[config.mk]
export PLATFORM = sky130hd
export DESIGN_NAME = instr_fetch_unit
export DESIGN_NICKNAME = d
export VERILOG_FILES = /design/src/rtl/instr_fetch_unit.sv
export SDC_FILE = /design/constraint.sdc
export NUM_CORES = 1
export LEC_CHECK = 0
export BUFFER_PORTS_ARGS = -buffer_cell sky130_fd_sc_hd__buf_4
export CAP_MARGIN = 15
export CORE_AREA = 2 2 132 134
export DETAILED_ROUTE_END_ITERATION = 16
export DIE_AREA = 0 0 134 136
export PLACE_DENSITY = 0.71
export SYNTH_ARGS = -nofsm -noshare
export SYNTH_HDL_FRONTEND = slang
export SYNTH_SLANG_ARGS = --single-unit
[constraint.sdc]
create_clock -name clk -period 3.3 [get_ports clk]
set_input_delay 0.165 -clock clk [delete_from_list [all_inputs] [get_ports clk]]
set_output_delay 0.165 -clock clk [all_outputs]
set_load 0.02 [all_outputs]
[src/rtl/instr_fetch_unit.sv]
// Instruction fetch unit: owns the fetch pointer, issues in-order memory reads,
// queues returned words with their addresses and hands them to decode.
module instr_fetch_unit #(
    parameter int AW    = 8,
    parameter int DW    = 16,
    parameter int DEPTH = 4
) (
    input  logic          clk,
    input  logic          RST_n,
    input  logic          redirect,
    input  logic [AW-1:0] redirect_addr,
    output logic          mem_req,
    output logic [AW-1:0] mem_addr,
    input  logic          mem_gnt,
    input  logic          mem_rvalid,
    input  logic [DW-1:0] mem_rdata,
    output logic          instr_valid,
    output logic [DW-1:0] instr_data,
    output logic [AW-1:0] instr_pc,
    input  logic          instr_ready,
    output logic [AW-1:0] fetch_pc
);
    localparam int PW = (DEPTH > 1) ? $clog2(DEPTH) : 1;
    localparam int CW = PW + 1;
    localparam logic [CW-1:0] DEP = CW'(DEPTH);

    typedef enum logic [1:0] {RUN, STALL, REDIR} state_t;

    state_t                      state_q, state_d;
    logic [CW-1:0]               count_q, count_d, outs_q, outs_d, disc_q, disc_d;
    logic [AW-1:0]               pc_q, pc_d;
    logic [PW-1:0]               head_q, head_d, tail_q, tail_d, tagw_q, tagr_q;
    logic [DEPTH-1:0][DW-1:0]    qdata_q;
    logic [DEPTH-1:0][AW-1:0]    qpc_q, tag_q;
    logic [CW-1:0]               credit, credit_d;
    logic                        grant, push, pop, drop;

    assign credit   = count_q + outs_q;
    assign credit_d = count_d + outs_d;

    // Gated with RST_n so the request is low while reset is held.
    assign mem_req  = RST_n && !redirect && (state_q == RUN) && (credit < DEP);
    assign mem_addr = pc_q;
    assign fetch_pc = pc_q;
    assign grant    = mem_req && mem_gnt;
    assign pop      = (count_q != '0) && instr_ready && !redirect;
    assign drop     = mem_rvalid && ((disc_q != '0) || redirect);
    assign push     = mem_rvalid && !drop;

    assign instr_valid = (count_q != '0);
    assign instr_data  = qdata_q[head_q];
    assign instr_pc    = qpc_q[head_q];

    always_comb begin
        pc_d    = pc_q;
        disc_d  = disc_q;
        head_d  = head_q;
        tail_d  = tail_q;
        outs_d  = outs_q + CW'(grant) - CW'(mem_rvalid);
        count_d = count_q + CW'(push) - CW'(pop);
        if (grant)                        pc_d   = pc_q + AW'(1);
        if (mem_rvalid && disc_q != '0)   disc_d = disc_q - CW'(1);
        if (push)                         tail_d = tail_q + PW'(1);
        if (pop)                          head_d = head_q + PW'(1);
        // Everything still in flight after this cycle belongs to the old stream.
        if (redirect) begin
            pc_d    = redirect_addr;
            disc_d  = outs_d;
            count_d = '0;
            head_d  = tail_q;
        end
    end

    always_comb begin
        state_d = state_q;
        if (redirect) begin
            state_d = REDIR;
        end else begin
            case (state_q)
                RUN:     if (grant && credit_d == DEP) state_d = STALL;
                STALL:   if (credit_d < DEP)           state_d = RUN;
                default: state_d = RUN;
            endcase
        end
    end

    always_ff @(posedge clk or negedge RST_n) begin
        if (!RST_n) begin
            state_q <= RUN;
            count_q <= '0;
            outs_q  <= '0;
            disc_q  <= '0;
            pc_q    <= '0;
            head_q  <= '0;
            tail_q  <= '0;
            tagw_q  <= '0;
            tagr_q  <= '0;
            qdata_q <= '0;
            qpc_q   <= '0;
            tag_q   <= '0;
        end else begin
            assert (!mem_rvalid || outs_q != '0);
            assert (!push || count_q != DEP);
            state_q <= state_d;
            count_q <= count_d;
            outs_q  <= outs_d;
            disc_q  <= disc_d;
            pc_q    <= pc_d;
            head_q  <= head_d;
            tail_q  <= tail_d;
            // Tag FIFO is never flushed: dropped returns still consume their entry.
            if (grant) begin
                tag_q[tagw_q] <= pc_q;
                tagw_q        <= tagw_q + PW'(1);
            end
            if (mem_rvalid) tagr_q <= tagr_q + PW'(1);
            if (push) begin
                qdata_q[tail_q] <= mem_rdata;
                qpc_q[tail_q]   <= tag_q[tagr_q];
            end
        end
    end
endmodule

==> impl_metrics.yaml <==
min_path:
  timing.hold.worst.class: "in -> reg"
sta:
  maxSlewHeadroom: 0.378
  tns_ps: -12.1
  final-setup-viol-count: 1
  finalHoldViolations: 0
  finalCritPeriodShare: 1.00
  period_minus_slack_ps: 3310
  setup_slack_ps: -12.1
  grt_setup_unrepaired: "true"
  clock.fmax_mhz: 302
  finalMaxSlewViolations: 0
  clock_skew_ps: 5.37
  worst_pin_slew_ps: 933
layout:
  flow.area_growth_from_synthesis_pct: 25.2
  design.final.nets: 638
  num_antenna_cells: 0
  finalInstanceArea_um2: 9130
  fillCellCount: 1382
  multi_input_area_um2: 3300
  drive_above_1_share: 0.519
  register_area_um2: 3880
setup_path:
  worst_setup_path_start_kind: "register"
  setup.worst_path.class: "reg -> reg"
  worst_ep_arrival_time_ps: 3670
  worst_ep_required_time_ps: 3660
  register_to_register_path_setup_slack_ps: -10
  worstSetupEndpointType: "register"
  critical_path.max_fanout: 4
logic_synthesis:
  synth_commonest_cells: "155 x sky130_fd_sc_hd__dfrtp_1, 123 x sky130_fd_sc_hd__mux2_2, 32 x sky130_fd_sc_hd__mux4_2"
  synth_ff_type: "sky130_fd_sc_hd__dfrtp_1"
  synth_cell_type_count: 43
  postSynthNetCount: 537
  yosys.cell_count.top_type: "sky130_fd_sc_hd__dfrtp_1"
  netlist.area_leader.share: 0.532
  ys_seq_elements: 155
  synth-warning-count: 0
  synthesis.area_per_instance_um2: 15.0
  mappedNetlistArea_um2: 7290
  netlist_top_cells_area: "sky130_fd_sc_hd__dfrtp_1 53%, sky130_fd_sc_hd__mux2_2 19%, sky130_fd_sc_hd__mux4_2 9.9%, sky130_fd_sc_hd__ha_1 2.9%, sky130_fd_sc_hd__nor3b_4 1.3%"
  synthCells: 487
  edff_count_synth: 0
  async_reset_ff_frac: 1.00
  yosys.area.top_type: "sky130_fd_sc_hd__dfrtp_1"
  synth.yosys.seq_area_share: 0.532
floorplan:
  floorplan.initialDensity: 0.432
  die_h_um: 136
  io_pins: 72
  dieWidth_um: 134
  dieArea_um2: 18200
  placement_rows: 48
  core_region_area_um2: 16900
placed_design:
  dp_hpwl_um: 9710
  placed_area_um2: 8080
  count_of_input_and_output_buffers: 71
  final_replace_weighted_congestion: 0.796
global_routing:
  globalRouteOverflowTotal: 0
  antenna_found_initial: 0
  grt_pass1_vias: 4777
  grt_start_max_net_pins: 75
  grt.total_usage: 0.176
  global_route_wire_length_before_repair_um: 24600
routing:
  initial_drc_count: 160
  routedWlPerCell_um: 18.3
  dr_total_vias: 4374
  post_detailed_route_via_to_cell_ratio: 5.30
  wl_um: 15100
  drc: 0
  drt.antenna.violating_nets: 0
  drt_pre_antenna_iters: 4
clock_network:
  cts_buffers: 17
  clock_sink_count: 155
  clock_latency_ps: 420
  cts_buffer_depth: 2
  cts-root-buf: "sky130_fd_sc_hd__clkbuf_16"
  tritoncts: "done"
  path_clk_slew_ps: 60
  cts.htree.levels: 4
power_and_ir_drop:
  power.density_nw_per_um2: 951
  leakagePower_nw: 4.33
  power.total_mw: 8.68
  ir_drop_mv: 0.723
run_status:
  status: "finished with violations"
  failed_checks: "setup timing"
job:
  cap_viol_max_count: 0
-- critical path, cell delays in order, from the launching register on --
cell and delay, ps:
sky130_fd_sc_hd__dfrtp_1 440, sky130_fd_sc_hd__ha_4 270, sky130_fd_sc_hd__a31oi_4 230, sky130_fd_sc_hd__xnor2_4 110, sky130_fd_sc_hd__nor2_4 140, sky130_fd_sc_hd__inv_2 60
sky130_fd_sc_hd__ha_4 260, sky130_fd_sc_hd__inv_2 30, sky130_fd_sc_hd__ha_2 160, sky130_fd_sc_hd__fa_1 550, sky130_fd_sc_hd__inv_2 70, sky130_fd_sc_hd__fa_2 540
sky130_fd_sc_hd__nor4b_4 200, sky130_fd_sc_hd__o211a_1 190
-- what timing repair did --
item                       CTS  global route
hold endpoints to repair    78             0
setup endpoints to repair    1             1
setup buffers                0             9
gates resized for setup      1            18
hold buffers                20             0
pin swaps                    0            13
-- metal layers --
metal	global-route usage	vias to the layer above	wire (um)	share of wire
met5	0	-	0	0
met3	0.0354	26	513	0.034
li1	-	1964	-	-
met1	0.222	2292	6770	0.45
met2	0.302	92	7560	0.50
met4	0.0644	0	284	0.019
-- registers in the layout, summed over array words and instances (netlist names) --
register / cells
count_q: 3
disc_q: 3
fetch_pc: 8
head_q: 2
outs_q: 3
qdata_q: 64
qpc_q: 32
state_q: 2
tag_q: 32
tagr_q: 2
tagw_q: 2
tail_q: 2
-- kinds of logic after synthesis --
| family | Yosys count | share of synthesized area |
|---|---|---|
| simple gates | 63 | 0.0542 |
| mux | 161 | 0.298 |
| flops | 155 | 0.532 |
| compound gates | 26 | 0.0254 |
| buf+inv | 48 | 0.0314 |
| fa+ha+maj | 20 | 0.0374 |
| xor+xnor | 14 | 0.0216 |
-- final cells by class --
class                      instances  share of cell area
clock inverter                    14              0.0292
tap                              225              0.0308
inverter                          19             0.00781
multi-input combinational        284               0.362
timing repair buffer             111              0.0972
clock buffer                      18              0.0481
sequential                       155               0.425
-- cell usage in the layout (no fill, tap or decap), types with 4 or more instances in the layout --
cell type,synthesis,routed
sky130_fd_sc_hd__mux2_1,6,6
sky130_fd_sc_hd__xor2_1,6,6
sky130_fd_sc_hd__mux2_2,123,123
sky130_fd_sc_hd__clkbuf_16,0,17
sky130_fd_sc_hd__ha_1,17,12
sky130_fd_sc_hd__xnor2_1,5,5
sky130_fd_sc_hd__nand2_2,4,4
sky130_fd_sc_hd__o21ai_0,9,9
sky130_fd_sc_hd__clkinvlp_4,0,4
sky130_fd_sc_hd__nor2_1,5,4
sky130_fd_sc_hd__dfrtp_1,155,153
sky130_fd_sc_hd__bufinv_16,0,7
sky130_fd_sc_hd__nor2b_1,5,5
sky130_fd_sc_hd__mux4_2,32,32
sky130_fd_sc_hd__nor3b_4,5,5
sky130_fd_sc_hd__inv_2,0,6
sky130_fd_sc_hd__nand3_1,4,4
sky130_fd_sc_hd__buf_4,9,90
sky130_fd_sc_hd__nand2_1,22,21
sky130_fd_sc_hd__inv_1,19,13
sky130_fd_sc_hd__dlygate4sd3_1,0,20
-- metrics by stage --
step                setup slack, ps  hold slack [ps]  std cells   util
floorplan                     -11.9             -131        487      -
global placement                124             3.77        765  0.479
detailed placement            -19.8             10.4        765  0.479
CTS                            20.2             1.44        817  0.532
global route                   -114             7.97        826  0.541
finish                        -12.1             17.7        826  0.541
-- path summary, 6_finish.rpt --
kind | from | endpoint | cells past startpoint
worst max-delay path | count_q[1]$_DFF_PN0_ | state_q[0]$_DFFE_PN0P_ | 13
worst min-delay path | redirect_addr[2] | fetch_pc[2]$_DFFE_PN0P_ | 3
worst max register to register | count_q[1]$_DFF_PN0_ | state_q[0]$_DFFE_PN0P_ | 13
worst min register to register | qdata_q[48]$_DFFE_PN0P_ | qdata_q[48]$_DFFE_PN0P_ | 1
max in group asynchronous | RST_n | fetch_pc[3]$_DFFE_PN0P_ | 4
min in group asynchronous | RST_n | qdata_q[39]$_DFFE_PN0P_ | 2
-- where the power goes --
group	internal, mW	leakage [nW]	switching (mW)
combinational	1.77	1.97	1.45
clock	1.52	0.329	0.788
sequential	2.62	2.02	0.531
Note: power is estimated with default switching activity, not from simulation.
